## config.mk

```make
export PLATFORM = sky130hd
export DESIGN_NAME = dmem_arbiter
export DESIGN_NICKNAME = d
export VERILOG_FILES = /design/src/rtl/dmem_arbiter.sv
export SDC_FILE = /design/constraint.sdc
export NUM_CORES = 1
export LEC_CHECK = 0
export CAP_MARGIN = 20
export CORE_AREA = 2 2 122 124
export CTS_CLUSTER_SIZE = 25
export DETAILED_ROUTE_END_ITERATION = 6
export DIE_AREA = 0 0 124 126
export SETUP_SLACK_MARGIN = 0.1
export SYNTH_ARGS = -nofsm -noshare
export SYNTH_HDL_FRONTEND = slang
export SYNTH_SLANG_ARGS = --single-unit
```

## constraint.sdc

```tcl
create_clock -name clk -period 1.7 [get_ports clk]
set_clock_uncertainty 0.05 [all_clocks]
set_input_delay 0.255 -clock clk [delete_from_list [all_inputs] [get_ports clk]]
set_output_delay 0.255 -clock clk [all_outputs]
set_load 0.01 [all_outputs]
```

## src/rtl/dmem_arbiter.sv

```systemverilog
// Two-port data memory arbiter: CPU (port 0) has priority, the secondary
// master (port 1) is aged and wins after MAX_WAIT consecutive denials.
// Also keeps a saturating count of cycles in which both ports requested.
`timescale 1ns/1ps
module dmem_arbiter #(
  parameter int unsigned ADDR_W   = 32,
  parameter int unsigned DATA_W   = 32,
  parameter int unsigned MAX_WAIT = 4
) (
  input  logic              clk,
  input  logic              reset,
  input  logic              m0_req,
  input  logic              m0_we,
  input  logic [ADDR_W-1:0] m0_addr,
  input  logic [DATA_W-1:0] m0_wdata,
  output logic              m0_ack,
  output logic [DATA_W-1:0] m0_rdata,
  input  logic              m1_req,
  input  logic              m1_we,
  input  logic [ADDR_W-1:0] m1_addr,
  input  logic [DATA_W-1:0] m1_wdata,
  output logic              m1_ack,
  output logic [DATA_W-1:0] m1_rdata,
  output logic              mem_read,
  output logic              mem_write,
  output logic [ADDR_W-1:0] mem_addr,
  output logic [DATA_W-1:0] mem_wdata,
  input  logic [DATA_W-1:0] mem_rdata,
  output logic [15:0]       conflict_cnt
);

  localparam logic [3:0] WAIT_LIMIT = 4'(MAX_WAIT);

  logic [3:0] wait_cnt;
  logic       gnt0;
  logic       gnt1;

  // Grant decision; reset gates both grants so a write in flight is dropped at once
  always_comb begin
    gnt1 = 1'b0;
    gnt0 = 1'b0;
    if (!reset) begin
      gnt1 = m1_req & (~m0_req | (wait_cnt == WAIT_LIMIT));
      gnt0 = m0_req & ~gnt1;
    end
  end

  // Route the granted port to the memory and return read data to it
  always_comb begin
    m0_ack    = gnt0;
    m1_ack    = gnt1;
    mem_read  = (gnt0 & ~m0_we) | (gnt1 & ~m1_we);
    mem_write = (gnt0 & m0_we) | (gnt1 & m1_we);
    mem_addr  = '0;
    mem_wdata = '0;
    m0_rdata  = '0;
    m1_rdata  = '0;
    if (gnt0) begin
      mem_addr  = m0_addr;
      mem_wdata = m0_wdata;
      if (!m0_we) m0_rdata = mem_rdata;
    end else if (gnt1) begin
      mem_addr  = m1_addr;
      mem_wdata = m1_wdata;
      if (!m1_we) m1_rdata = mem_rdata;
    end
  end

  // Age port 1 while it is being denied; any grant or withdrawn request resets the age
  always_ff @(posedge clk or posedge reset) begin
    if (reset) begin
      wait_cnt <= '0;
    end else if (!m1_req || gnt1) begin
      wait_cnt <= '0;
    end else if (wait_cnt != WAIT_LIMIT) begin
      wait_cnt <= wait_cnt + 4'd1;
    end
  end

  // Count contention cycles, saturating at all-ones
  always_ff @(posedge clk or posedge reset) begin
    if (reset) begin
      conflict_cnt <= '0;
    end else if (m0_req && m1_req && (conflict_cnt != '1)) begin
      conflict_cnt <= conflict_cnt + 16'd1;
    end
  end

endmodule

```

# Word-level counts from Yosys, hierarchy flattened
# Index checks and enable logic that the tools add are counted.
totals:
  in_bits: 166
  output_inout_bits: 148
  wordCells: 38
  regBits: 20
classes:
  bitwise_logic: 13
  n_eq_ne: 3
  n_mux: 13
  add_sub_neg: 2
  n_reduce_logical: 5
ops:
  columns: ["operator", "n"]
  rows:
  - ["two-way mux 32 bit", 9]
  - ["adder 16 x 1 -> 16 bit, second input constant", 1]
  - ["!= test 16 bit, second input constant", 1]
  - ["two-way mux 4 bit", 2]
  - ["AND 1 bit", 6]
  - ["adder 4 x 1 -> 4 bit, second input constant", 1]
  - ["== test 4 x 3 -> 1 bit, second input constant", 1]
  - ["!= test 4 x 3 -> 1 bit, second input constant", 1]
  - ["NOT 1 bit", 4]
  - ["bitwise OR 1 bit", 3]
  - ["logical AND 1 bit", 2]
  - ["two-way mux 1 bit", 2]
  - ["nonzero test 2 bit", 1]
  - ["zero test 1 bit", 1]
  - ["logical OR 1 bit", 1]

# Logic depth before layout (Yosys ltp)
# Gate-level depths: netlist of run 1.
depth:
  word_depth: 8
  depth_mapped: 7
  depth_no_buf: 6

# Least setup slack after synthesis of run 1
# No wires, ideal clock.
synth_timing:
  kind: "reg-to-output"
  start: "register wait_cnt[0]"
  end: "output port m0_rdata[10]"
  path_slack_ps: -228
  path_stages_with_launch: 8
  arrival_ps: 1623
  path_cell_list: "dfrtp_1 -> inv_1 -> ha_1 -> and3b_1 -> a21oi_1 -> and2b_1 -> clkbuf_1 -> and2_1"
synth_between:
  elab_chain_cells: 7
synth_lines:
  columns: ["item", "line_no", "rtl"]
  rows:
  - ["start, declared", "34", "logic [3:0] wait_cnt;"]
  - ["start signal, assigned", "76", "wait_cnt <= wait_cnt + 4'd1;"]
  - ["== test 4 x 3 -> 1 bit", "43", "gnt1 = m1_req & (~m0_req | (wait_cnt == WAIT_LIMIT));"]
  - ["bitwise OR 1 bit", "43", null]
  - ["AND 1 bit", "43", null]
  - ["NOT 1 bit", "44", "gnt0 = m0_req & ~gnt1;"]
  - ["AND 1 bit", "44", null]
  - ["two-way mux 1 bit", "42", "if (!reset) begin"]
  - ["two-way mux 32 bit", "58", "if (gnt0) begin"]
  - ["end, declared", "17", "output logic [DATA_W-1:0] m0_rdata,"]
# Every way passes these cells.

# Worst setup path in the final report of run 1
layout_timing:
  start: "register wait_cnt[0]"
  end: "output port m1_rdata[4]"
layout_between:
  elab_chain_cells: 7
  elab_cells_between_ends: 9
  cone_classes: "eq/ne (1); mux (4); bitwise (4)"
layout_lines:
  columns: ["item", "line_no", "rtl"]
  rows:
  - ["== test 4 x 3 -> 1 bit *", "43", null]
  - ["bitwise OR 1 bit *", "43", null]
  - ["AND 1 bit *", "43", null]
  - ["NOT 1 bit", "44", null]
  - ["AND 1 bit", "44", null]
  - ["two-way mux 1 bit", "42", null]
  - ["two-way mux 32 bit *", "58", null]
  - ["end, declared", "23", "output logic [DATA_W-1:0] m1_rdata,"]
# Every way passes the cells marked *; elsewhere a longest branch is shown, timed or not.

==> impl_metrics.tcl, run 1 <==
set metrics [dict create \
    status "finished with violations" \
    violations "setup timing" \
    placed_cell_area_sq_um 6000 \
    gp_congestion 0.974 \
    synth_largest_area_cell "a22o_1" \
    rsz0062_at_grt "yes" \
    yosys-top-cells-count "65 x a22o_1, 65 x and2_1, 20 x dfrtp_1, 13 x xor2_1" \
    slowest_delay_ps 390 \
    final_core_util_pct 49.3 \
    die_h_microns 126 \
    ys_seq_elements 20 \
    power_mw 3.13 \
    clock_latency_ps 250 \
    io_buffers 313 \
    hpwl_microns 11200 \
    finalCritPeriodShare_pct 137 \
    slew_headroom_pct 77.4 \
    path_clk_slew_ps 60 \
    cp_slowest_cell "dfrtp_1" \
    path_max_fanout 5 \
    grtUsageTotal_pct 17.6 \
    cts_hold_buf 0 \
    routed_via_density 4.40 \
    crit_buf_inv 5 \
    area.sequential_sq_um 508 \
    ant_nets 0 \
    max_cap_violations 0 \
    drcViolationCount 0 \
    ios 314 \
    cts_num_sinks 20 \
    worst-slew-pin-transition_ps 336 \
    grt_pass1_wl_microns 21100 \
    num_rows 44 \
    nFillCells 1283 \
    stdcell_area_sq_um 7060 \
    cts_tree "built" \
    setup_viol 136 \
    num_vias 3686 \
    cpMostUsedCell "buf_6" \
    final_nets 818 \
    grt_pass1_vias 3717 \
    worstPathRequired_ps 1390 \
    maxSlewViolCount 0 \
    ctsLongestPathBuffers 2 \
    path_depth 10 \
    synthDominantCellAreaShare_pct 26.4 \
    clock_tree.root_cell "clkbuf_16" \
    wl_microns 15600 \
    ys_top_cells_by_area "a22o_1 26%, dfrtp_1 23%, and2_1 19%, xor2_1 5.3%, buf_2 2.1%" \
    crit_chain "inv_2 -> ha_4 -> nand3b_1 -> a21oi_4 -> and2b_4 -> buf_12 -> buf_6 -> buf_8 -> and2_4 -> buf_6" \
    syn_area_sq_um 2160 \
    yosys_warnings 0 \
    drive_gt1_share_pct 52.8 \
    grt_overflow 0 \
    ys_seq_area_share_pct 23.2 \
    async_reset_ff_share_pct 100 \
    finalHoldWorstSlack_ps 279 \
    synth_cell_types 31 \
    p_per_area_nw_per_um2 443 \
    crit_type "reg -> out" \
    grt_max_degree 22 \
    h-tree-depth 1 \
    arrival_ps 2020 \
    numCtsBuffers 3 \
    rr_worst_depth 10 \
    synthCells 253 \
    syn_to_final_growth_pct 228 \
    cp-end-kind "output pin" \
    synth_flop_cell "dfrtp_1" \
    max_freq_ghz 0.429 \
    finalSetupTns_ps -70440 \
    min_period_ps 2330 \
    core_area_sq_um 14300 \
    cp_top_family "simple AND/OR/NAND/NOR gates" \
    hold_viol 0 \
    die_x_microns 124 \
    vdd_drop_max_mv 0.619 \
    critPathLaunchType "flip-flop" \
    first_pass_iters 4 \
    p_leak_nw 3.37 \
    syn_nets 422 \
    initial_core_util_pct 15.1 \
    synth-edff-count 0 \
    dieArea_sq_um 15600 \
    antenna_found_initial 6 \
    multi_input_area_sq_um 1920 \
    wl_per_cell_microns 18.7 \
    hp-class "in -> async" \
    drtIter0Drc 114 \
    syn_avg_cell_area_sq_um 8.52 \
    final.setup.worst_slack_ps -629 \
]
worst reg2reg max path: cells and delay by family (launching register included):
kind	cells	cell delay (ps)
simple gates	3	350
fa+ha+maj	1	130
flops	1	390
buf+inv	5	580
compound gates	1	220
final cells by class:
type                    instances  area share [%]
flip-flops and latches         20            7.19
clock buffers                   4            1.26
diodes                          5           0.177
well taps                     184            3.26
repair buffers                411            60.7
multi-input cells             210            27.3
inverters                       3           0.159
kinds of logic after synthesis:
logic type | after synthesis | share of synthesized area, %
DFF | 20 | 23.2
xor gates and xnor gates | 15 | 6.09
muxes | 3 | 1.74
buffers and inverters | 23 | 4.53
adders and majority gates | 3 | 1.74
and+or+nand+nor | 119 | 35.1
AOI/OAI and AO/OA | 70 | 27.6
per-stage QoR:
stage / cells / setup WS (ps)
finish: 837 / -629
global route: 837 / -746
CTS: 817 / -649
detailed placement: 769 / -881
global placement: 769 / -848
floorplan: 253 / -55.8
per-layer routing:
metal | share of wire [%] | GRT usage (%)
met4 | 2.4 | 5.75
met2 | 52 | 32.3
met5 | 0.083 | 0
met3 | 7.0 | 2.99
met1 | 38 | 20.3
flip-flops by register name, indices dropped and copies added, names as in the netlist:
register      cells
conflict_cnt     16
wait_cnt          4
report_power, final:
group          internal, mW  total (mW)  switching [mW]
registers             0.576       0.693           0.117
logic                  1.20        1.91           0.710
clock network         0.359       0.529           0.171
total                  2.13        3.13           0.998
worst paths after layout:
| kind | start | end | slack (ps) |
|---|---|---|---|
| max in group asynchronous | reset | conflict_cnt[0] | 940 |
| worst min-delay path | reset | conflict_cnt[7] | 280 |
| worst min register to register | conflict_cnt[15] | conflict_cnt[15] | 480 |
| worst max-delay path | wait_cnt[0] | m1_rdata[4] | -630 |
| worst max register to register | wait_cnt[0] | wait_cnt[0] | -130 |
| min in group clk | conflict_cnt[15] | conflict_cnt[15] | 480 |
placed cells by master, fill, tap and decap left out, drive strengths merged:
master and n:
xor2 13, nand2b 4, nor3 9, and3b 1, and2 65, ha 3
nand3 6, inv 3, a21oi 5, and3 1, nand4 4, nor2 6
diode 5, and2b 2, xnor2 2, mux2 3, nor3b 1, clkbuf 8
and4 1, or2 1, dlygate4sd2 4, a22o 65, clkdlybuf4s50 172, dlymetal6s2s 5
nand3b 1, nor4b 1, nor4 5, buf 226, dfrtp 20, nand2 11
repair_timing:
action,4_1_cts,5_1_grt
gates resized for setup,664,50
buffers inserted,31,11
cloned,13,6
pin swaps,24,66
endpoints found under the hold margin,0,0
setup endpoints to repair,154,156
Power figures use the tool's default switching activity.
==> inputs of run 2 (changes only) <==
==> constraint.sdc (replaced) <==
create_clock -name clk -period 1.7 [get_ports clk]
set_clock_uncertainty 0.05 [all_clocks]
set_input_delay 0.34 -clock clk [delete_from_list [all_inputs] [get_ports clk]]
set_output_delay 0.34 -clock clk [all_outputs]
set_load 0.01 [all_outputs]
==> run 2 against run 1 <==
  * The run still ends with setup timing left
  * Global-route usage grew 2.0 points
  * Clock-buffer cell count did not move
  * Flip-flop and latch count is the same
  * Core utilization shrank 1.9 points
  * Non-clock buffer count is 23 lower
  * Routed wire length rose by 4.6%
  * Register-to-register slack got worse by 170 ps
  * Critical path type unchanged
==> impl_metrics.tcl, run 2 (same netlist as run 1, synthesis figures left out) <==
set metrics [dict create \
    status "finished with violations" \
    violations "setup timing" \
    gp_congestion 0.925 \
    ios 314 \
    max_freq_ghz 0.421 \
    initial_core_util_pct 15.1 \
    grt_pass1_wl_microns 23100 \
    first_pass_iters 4 \
    rr_worst_depth 12 \
    grt_overflow 0 \
    finalCritPeriodShare_pct 140 \
    io_buffers 313 \
    maxSlewViolCount 0 \
    grtUsageTotal_pct 19.6 \
    grt_max_degree 21 \
    vdd_drop_max_mv 0.580 \
    worstReg2RegStart "wait_cnt[0]" \
    hold_viol 0 \
    grt_pass1_vias 3763 \
    cts_tree "built" \
    multi_input_area_sq_um 1910 \
    stdcell_area_sq_um 6790 \
    regMostFlops "conflict_cnt" \
    slew_headroom_pct 77.1 \
    wl_microns 16300 \
    area.sequential_sq_um 510 \
    drtIter0Drc 120 \
    layout_commonest_cell "clkdlybuf4s50_1" \
    internal-power_mw 2.15 \
    routed_via_density 4.41 \
    rsz0062_at_grt "yes" \
    p_per_area_nw_per_um2 467 \
    switching_power_mw 1.03 \
    antenna_found_initial 1 \
    nFillCells 1328 \
    min_period_ps 2380 \
    swShare_pct 32.4 \
    h-tree-depth 1 \
    path_clk_slew_ps 60 \
    die_h_microns 126 \
    arrival_ps 1990 \
    cts_hold_buf 0 \
    pwr-share-clk_pct 16.9 \
    final.setup.worst_slack_ps -675 \
    worst-slew-pin-transition_ps 342 \
    num_vias 3575 \
    critical_path.endpoint "mem_addr[9]" \
    final_cell_mix "163 x clkdlybuf4s50_1, 99 x buf_6, 65 x and2_4, 60 x a22o_1, 50 x buf_2" \
    worstPathRequired_ps 1310 \
    cp-end-kind "output pin" \
    cts_num_sinks 20 \
    power_mw 3.17 \
    core_area_sq_um 14300 \
    max_cap_violations 0 \
    dieArea_sq_um 15600 \
    wl_per_cell_microns 20.2 \
    numCtsBuffers 3 \
    critPathLaunchType "flip-flop" \
    drive_gt1_share_pct 51.8 \
    p_leak_nw 3.20 \
    crit-reg2reg-capture "wait_cnt[3]" \
    placed_cell_area_sq_um 5910 \
    pwr-share-seq_pct 22.2 \
    pre_cts_ws_ps -1020 \
    final_core_util_pct 47.4 \
    startpoint "wait_cnt[0]" \
    drcViolationCount 0 \
    final_nets 795 \
    hpwl_microns 11300 \
    reg2reg_setup_slack_ps -300 \
    largestRegisters "conflict_cnt x16, wait_cnt x4" \
    largest_reg_flops 16 \
    clock_tree.root_cell "clkbuf_16" \
    ctsLongestPathBuffers 2 \
    die_x_microns 124 \
    num_rows 44 \
    ant_nets 0 \
    hp-class "in -> async" \
    crit_type "reg -> out" \
    path_max_fanout 8 \
    syn_to_final_growth_pct 215 \
    setup_viol 136 \
    clock_latency_ps 250 \
    combPwrFrac_pct 60.9 \
]
## run 2: cell count changes in the layout (fill, tap and decap cells not counted), sizes merged, moves of 3 or more
cell / delta
buf: -20
clkbuf: -3
clkdlybuf4s50: -9
diode: -4
dlygate4sd2: +11
dlymetal6s2s: -4
## run 2: final cells by class
class                           count  share of cell area [%]
Antenna cell                        1                  0.0368
Clock buffer                        4                    1.31
Tap cell                          184                    3.39
Sequential cell                    20                    7.52
Inverter                            3                   0.166
Multi-Input combinational cell    210                    28.2
Timing Repair Buffer              388                    59.4
## run 2: metal layers
metal,vias up,global-route usage [%],wire length [microns]
li1,1687,-,-
met5,-,0,0
met1,1705,22.9,6290
met3,18,3.44,1190
met2,165,36.5,8570
met4,0,4.30,289
## run 2: worst min-delay path by stage
| stage | start | depth (start not counted) | to | slack [ps] |
|---|---|---|---|---|
| after CTS | reset | 3 | conflict_cnt[3] | 430 |
| after global placement | conflict_cnt[15] | 1 | conflict_cnt[15] | 450 |
| after floorplan | reset | 1 | conflict_cnt[10] | 250 |
| final | reset | 3 | conflict_cnt[3] | 420 |
| after detailed placement | conflict_cnt[7] | 1 | conflict_cnt[7] | 460 |
| after global routing | reset | 3 | conflict_cnt[3] | 480 |
## run 2: power groups by stage
stage          registers (mW)  logic [mW]  clock network, mW
3_5_place_dp            0.713        1.61                  0
2_1_floorplan           0.747       0.530                  0
4_1_cts                 0.695        1.83              0.547
3_3_place_gp            0.711        1.59                  0
6_report                0.704        1.93              0.535
5_1_grt                 0.721        2.04              0.571
## run 2: timing repair
item	in CTS	in global routing
resized for setup	707	26
buffers inserted	28	8
endpoints found under the setup margin	164	150
pin swaps	55	25
gates cloned	13	1
## run 2: metrics by stage
| stage | hold slack (ps) | instances | setup TNS (ps) |
|---|---|---|---|
| 2_1_floorplan | 254 | 253 | -12620 |
| 3_3_place_gp | 449 | 758 | -127230 |
| 3_5_place_dp | 458 | 758 | -125630 |
| 4_1_cts | 432 | 803 | -85650 |
| 5_1_grt | 476 | 810 | -89720 |
| 6_report | 424 | 810 | -79360 |
## run 2: critical path, stage by stage (launching register included)
cell and delay [ps]:
dfrtp_1 390, inv_2 80, ha_4 130, nand3b_1 140, a21oi_4 210, buf_6 140
buf_8 130, buf_16 130, buf_12 130, a22o_1 130, buf_2 130
==> inputs of run 3 (changes only) <==
SLEW_MARGIN = 10   (was default)
==> results of run 3 <==
Final layout, timing and power as in run 2 (identical DEF).
